`config.mk`:
```
export PLATFORM = sky130hd
export DESIGN_NAME = count_wrap_monitor
export DESIGN_NICKNAME = d
export VERILOG_FILES = /design/src/rtl/count_wrap_monitor.sv
export SDC_FILE = /design/constraint.sdc
export NUM_CORES = 1
export LEC_CHECK = 0
export BUFFER_PORTS_ARGS = -buffer_cell sky130_fd_sc_hd__buf_2
export CAP_MARGIN = 20
export CORE_AREA = 4 4 56 58
export CTS_CLUSTER_SIZE = 40
export DETAILED_ROUTE_END_ITERATION = 8
export DIE_AREA = 0 0 60 62
export GPL_TIMING_DRIVEN = 0
export HOLD_SLACK_MARGIN = 0.02
export PLACE_DENSITY_LB_ADDON = 0.15
export RECOVER_POWER = 100
export SYNTH_ARGS = -nofsm -noshare
export SYNTH_HDL_FRONTEND = slang
export SYNTH_SLANG_ARGS = --single-unit
```
`constraint.sdc`:
```
create_clock -name clk -period 3.1 [get_ports clk]
set_input_delay 0.62 -clock clk [delete_from_list [all_inputs] [get_ports clk]]
set_output_delay 0.62 -clock clk [all_outputs]
set_load 0.05 [all_outputs]
```
`src/rtl/count_wrap_monitor.sv`:
```
`default_nettype none
// ============================================================================
// Module   : count_wrap_monitor
// Purpose  : Tracks an upstream counter's step direction, wraps, stalls and illegal jumps.
// Revision : 1.0  initial release
// ============================================================================
module count_wrap_monitor #(
  parameter int N         = 3,
  parameter int WRAP_W    = 8,
  parameter int STALL_LIM = 4
) (
  input  logic              clk,
  input  logic              reset,
  input  logic              clr,
  input  logic [N-1:0]      cnt_in,
  output logic              wrap_pulse,
  output logic              dir,
  output logic [WRAP_W-1:0] wrap_count,
  output logic              stalled,
  output logic              step_err,
  output logic [1:0]        state
);

  typedef enum logic [1:0] {
    S_INIT  = 2'd0,
    S_UP    = 2'd1,
    S_DOWN  = 2'd2,
    S_STALL = 2'd3
  } state_t;

  localparam logic [N-1:0] C_ONE     = N'(1);
  localparam logic [N-1:0] C_MAX     = {N{1'b1}};
  localparam logic [7:0]   C_LIM     = 8'(STALL_LIM);

  state_t            r_state, w_state_nxt;
  logic [N-1:0]      r_prev;
  logic              r_dir, w_dir_nxt;
  logic              r_pulse, w_pulse_nxt;
  logic [WRAP_W-1:0] r_wcnt, w_wcnt_nxt;
  logic              r_stalled;
  logic              r_err, w_err_nxt;
  logic [7:0]        r_scnt, w_scnt_nxt;

  logic [N-1:0]      w_delta;
  logic              w_up, w_down, w_hold, w_wrap;

  // Modular difference classifies the step independent of absolute value.
  assign w_delta = cnt_in - r_prev;
  assign w_up    = (w_delta == C_ONE);
  assign w_down  = (w_delta == C_MAX);
  assign w_hold  = (w_delta == '0);
  assign w_wrap  = (w_up   && (r_prev == C_MAX) && (cnt_in == '0)) ||
                   (w_down && (r_prev == '0)    && (cnt_in == C_MAX));

  always_comb begin
    w_state_nxt = r_state;
    w_dir_nxt   = r_dir;
    w_pulse_nxt = 1'b0;
    w_wcnt_nxt  = r_wcnt;
    w_err_nxt   = r_err;
    w_scnt_nxt  = r_scnt;
    if (clr) begin
      w_state_nxt = S_INIT;
      w_dir_nxt   = 1'b1;
      w_wcnt_nxt  = '0;
      w_err_nxt   = 1'b0;
      w_scnt_nxt  = '0;
    end else if (r_state == S_INIT) begin
      w_state_nxt = S_UP;
    end else if (w_up || w_down) begin
      w_state_nxt = w_up ? S_UP : S_DOWN;
      w_dir_nxt   = w_up;
      w_scnt_nxt  = '0;
      if (w_wrap) begin
        w_pulse_nxt = 1'b1;
        if (r_wcnt != {WRAP_W{1'b1}}) w_wcnt_nxt = r_wcnt + 1'b1;
      end
    end else if (w_hold) begin
      if (r_state != S_STALL) begin
        if (r_scnt + 8'd1 >= C_LIM) begin
          w_state_nxt = S_STALL;
          w_scnt_nxt  = '0;
        end else begin
          w_scnt_nxt = r_scnt + 8'd1;
        end
      end
    end else begin
      // Illegal jump: flag it but leave direction, state and wrap count alone.
      w_err_nxt  = 1'b1;
      w_scnt_nxt = '0;
    end
  end

  always_ff @(posedge clk or negedge reset) begin
    if (!reset) begin
      r_state   <= S_INIT;
      r_prev    <= '0;
      r_dir     <= 1'b1;
      r_pulse   <= 1'b0;
      r_wcnt    <= '0;
      r_stalled <= 1'b0;
      r_err     <= 1'b0;
      r_scnt    <= '0;
    end else begin
      r_state   <= w_state_nxt;
      r_prev    <= cnt_in;
      r_dir     <= w_dir_nxt;
      r_pulse   <= w_pulse_nxt;
      r_wcnt    <= w_wcnt_nxt;
      r_stalled <= (w_state_nxt == S_STALL);
      r_err     <= w_err_nxt;
      r_scnt    <= w_scnt_nxt;
    end
  end

  assign wrap_pulse = r_pulse;
  assign dir        = r_dir;
  assign wrap_count = r_wcnt;
  assign stalled    = r_stalled;
  assign step_err   = r_err;
  assign state      = r_state;

endmodule
`default_nettype wire

```
Word-level counts from Yosys, hierarchy flattened --
Index checks and enable logic that the tools add are counted.
Word-level totals: register bits after elaboration 25, logic and storage cells 69
Cells by class: add/sub/neg operators 3, magnitude comparators 1, eq/ne operators 11, muxes and demuxes 29, reductions and logical operators 17
Operator list (count):
- 8-bit two-way mux | 11
- 8-bit by 1-bit adder with 8-bit output (second input constant) | 2
- 2-bit two-way mux | 7
- 1-bit two-way mux | 11
- 3-bit equality test (second input constant) | 3
- 3-bit zero test | 3
- 8-bit by 3-bit greater-or-equal comparator with 1-bit output (second input constant) | 1
- 2-bit != test (second input constant) | 4
- 8-bit != test (second input constant) | 1
- 2-bit nonzero test | 3
- 1-bit logical AND | 4
- 4-bit by 2-bit != test with 1-bit output (second input constant) | 1
- 2-bit AND reduction | 2
- 4-bit AND reduction | 1
- 3-bit by 1-bit equality test with 1-bit output (second input constant) | 1
- 3-bit AND reduction | 1
- 3-bit subtractor | 1
- 2-bit equality test (second input constant) | 1
- 2-bit zero test | 1
- 1-bit logical OR | 2

Logic depth before layout (Yosys ltp) --
word-level depth 9, gate-level depth with buffers 11, depth with buffers taken out 9

Least setup slack after synthesis --
Ideal clock, no wire load.
kind input -> register, from in cnt_in[0], to reg r_wcnt[6], in the netlist wrap_count[6], library setup time 0.128 ns, data arrival time 2.967 ns, required time 2.972 ns, path slack 0.006 ns, stages on the path 11, buffers on the path 2, path through inv_1 -> ha_1 -> inv_1 -> fa_1 -> clkbuf_1 -> inv_1 -> nor4_1 -> o211ai_2 -> buf_6 -> nor4_1 -> mux2_1
On the way: cells in the longest elaborated chain, start to end 7, elaborated cells between the ends (all ways) 14
Ends and longest elaborated chain:
- start: declaration | RTL line 15 | input logic [N-1:0] cnt_in,
- 3-bit subtractor | RTL line 48 | assign w_delta = cnt_in - r_prev;
- 3-bit by 1-bit equality test with 1-bit output / 3-bit equality test (equally long branches) | RTL line 49, 50
- 1-bit logical AND, on equally long branches (2 in series) | RTL line 52, 53
- 1-bit logical OR | RTL line 52 | assign w_wrap = (w_up && (r_prev == C_MAX) && (cnt_in == '0)) ||
- 2-bit nonzero test (no line)
- 4-bit AND reduction (no line) (*)
- end signal: assignment | RTL line 109 | r_wcnt <= w_wcnt_nxt;
- end: declaration | RTL line 39 | logic [WRAP_W-1:0] r_wcnt, w_wcnt_nxt;
Every way passes the cells marked *; elsewhere a longest branch is shown, timed or not. A chain may end at the register's enable or synchronous reset.

Worst setup path in the final report --
from in cnt_in[0], to reg r_wcnt[5], in the netlist wrap_count[5]
The elaborated chain is that of the path after synthesis.

==> flow_metrics.tcl <==
set metrics [dict create \
    syn_area_um2 1420 \
    critical_path.max_fanout 10 \
    drv_slew 0 \
    fp.dieW_um 60 \
    netlist.area_leader.share 0.422 \
    synth_common_cells "dfrtp_1 (24), a21oi_1 (9), nor2_1 (9), and2_1 (8), nand2_1 (8)" \
    leakage_nw 0.655 \
    dpl_worst_slack_ns -0.484 \
    cts_setup_buffers 0 \
    tightest_slew_ns 1.32 \
    combPwrFrac 0.206 \
    yosys_most_used_dff "dfrtp_1" \
    die_h_um 62 \
    dr_wl_met3_um 72 \
    clkSinkCount 25 \
    synth_edf_count 0 \
    final_layout_size_suffix_gt1_frac 0.0727 \
    powerDensity_nw_per_um2 396 \
    die_area_um2 3720 \
    diodes 0 \
    critPathSlowestCell "or4b_4" \
    drt_iter0_markers 37 \
    clkPwrFrac 0.240 \
    finalCriticalPeriod_ns 2.97 \
    grt_antenna_before_repair 0 \
    topRoutingLayerUsed "met4" \
    viasPerCell 5.74 \
    rsz0062_at_grt "false" \
    path_buf_inv 4 \
    crit_chain "buf_2 -> inv_1 -> ha_1 -> inv_1 -> fa_2 -> or4b_4 -> nor4_4 -> o211ai_2 -> buf_6 -> nor4_1 -> mux2_1" \
    yosys_warnings 0 \
    cts.clk_slew.worst_paths_ns 0.14 \
    gr-total-overflow 0 \
    placedCellCount 193 \
    synth.avg_cell_area_um2 9.88 \
    maxCapViolations 0 \
    layoutNonFillerInstCount 196 \
    cts_tree "yes" \
    ys_ff_latch 25 \
    outcome "finished clean" \
    gp_congestion 0.842 \
    grt_start_max_net_pins 26 \
    port_buffers 18 \
    ir_worst_vdd_uv 292 \
    wl_per_cell_um 14.4 \
    relSlewSlack 0.118 \
    h-tree-depth 1 \
    area_delta_synth_final_pct 9.23 \
    synth_area_leaders "dfrtp_1 (42%), and2_1 (3.5%), a21oi_1 (3.2%), mux2_1 (3.2%), ha_1 (2.6%)" \
    grt_pass1_vias 1121 \
    crit_family "simple AND/OR/NAND/NOR gates" \
    core_um2 2660 \
    rrSetupSlack_ns 0.20 \
    grt_use_total 0.172 \
    synth_most_common_cell "dfrtp_1" \
    async_flop_share 1.00 \
    setup_viol 0 \
    wl_met2_um 1400 \
    hpwl_um 2090 \
    min_period_over_period 0.957 \
    fin_ws_ns 0.133 \
    slowest_delay_ns 0.54 \
    wl_met1_um 1320 \
    cp.arrival_ns 3.18 \
    final_nets 176 \
    fmax_mhz 337 \
    yosys.area.top_type "dfrtp_1" \
    hold_path.class "in -> reg" \
    core.rowCount 19 \
    finalWirelength_um 2820 \
    netlist_instances 144 \
    drc 0 \
    power_frac_seq 0.554 \
    num_vias 1125 \
    top_level_ports 20 \
    root_buffer "clkbuf_4" \
    synth_fp_nets 154 \
    intPower_w 0.000424 \
    hold_violations 0 \
    clock_latency_ns 0.32 \
    numCtsBuffers 3 \
    path_class "in -> reg" \
    crit_top_cell "inv_1" \
    switching_power_w 0.000192 \
    start_util 0.534 \
    p_sw_frac 0.312 \
    worstSetupEndpointType "flip-flop" \
    synth_cell_types 42 \
    finClkSkew_ns 0.00673 \
    cp-start-kind "input pin" \
    antenna_left 0 \
    clock_path_buffers 2 \
    crit_required_ns 3.31 \
    cts_hold_buf 0 \
    yosysSeqAreaShare 0.441 \
    drtPass1Iterations 4 \
    grt_pass1_wl_um 4860 \
]
-- state kept, by name (all words and copies together), names as in the netlist --
name and count:
r_scnt 8, wrap_count 8, r_prev 3, state 2, dir 1, stalled 1, step_err 1, wrap_pulse 1
-- power by group through the flow --
stage	clock, W	sequential (W)	combinational (W)
global placement	0	0.000347	0.000128
CTS	0.000152	0.000341	0.000133
floorplan	0	0.000368	0.0000766
global route	0.000164	0.000342	0.000141
detailed placement	0	0.000347	0.000131
finish	0.000148	0.000341	0.000127
-- metrics by stage --
stage	setup TNS, ns	hold slack, ns	power (W)	utilization	instance area, um2
2_1_floorplan	0	0.324	0.000444	-	1420
3_3_place_gp	-1.58	0.502	0.000474	0.583	1550
3_5_place_dp	-2.21	0.508	0.000479	0.583	1550
4_1_cts	0	0.282	0.000626	0.594	1580
5_1_grt	0	0.422	0.000648	0.584	1550
6_report	0	0.429	0.000616	0.584	1550
-- layer usage --
layer  GRT usage  up-vias
li1            -      567
met1       0.220      543
met2       0.295       11
met3      0.0269        4
met4      0.0633        0
met5           0        -
-- placed cells by master (no fill, tap or decap), types with 2 or more instances in the layout --
cell type / synthesis / layout
nor4_1: 6 / 5
nand3_1: 7 / 7
clkbuf_1: 6 / 23
nor2_1: 9 / 9
inv_1: 6 / 6
nand2b_1: 3 / 3
nor4b_1: 2 / 2
mux2_1: 4 / 4
xnor2_1: 1 / 2
dfrtp_1: 24 / 24
or4_1: 3 / 3
nand2_1: 8 / 8
o21ai_0: 4 / 4
and2_0: 0 / 4
clkbuf_4: 0 / 3
nor3_1: 5 / 5
ha_1: 3 / 3
o31ai_1: 3 / 3
nor2b_1: 4 / 4
o211ai_1: 2 / 2
and2_1: 8 / 4
a21oi_1: 9 / 9
o21ai_1: 3 / 3
xor2_1: 2 / 2
or3_1: 3 / 3
-- cell families after synthesis --
family | share of synthesized area
AND/OR/NAND/NOR | 0.252
AO/OA/AOI/OAI | 0.140
flip-flops | 0.441
buffers and inverters | 0.0422
XOR/XNOR | 0.0457
multiplexers | 0.0396
adder cells (fa/ha/maj) | 0.0405
-- area by class of cell --
class / count / area, um2
flip-flops and latches: 25 / 627
fillers: 260 / 1110
repair buffers: 18 / 68.8
clock buffers: 4 / 26.3
inverters: 7 / 26.3
plain buffers: 6 / 30.0
well taps: 31 / 38.8
multi-input cells: 105 / 737
-- worst register-to-register path: stages (launching register included) --
cell      delay [ns]
dfrtp_1         0.39
ha_1            0.15
inv_1           0.05
fa_2            0.36
or4b_4          0.54
nor4_4          0.28
o211ai_2        0.16
buf_6           0.17
nor4_1          0.34
mux2_1          0.36
-- what timing repair did --
action | 4_1_cts | 5_1_grt
cloned | 0 | 0
resized for setup | 1 | 1
endpoints found under the setup margin | 3 | 2
-- path summary, 6_finish.rpt --
path                                  to  cells after the start  startpoint
max                        wrap_count[5]                     11   cnt_in[0]
min                            r_prev[0]                      1   cnt_in[0]
max reg2reg                wrap_count[5]                      9   r_prev[0]
min reg2reg                     step_err                      2    step_err
max in group asynchronous  wrap_count[1]                      1       reset
min in group asynchronous        stalled                      1       reset
(Power assumes the default switching activity.)
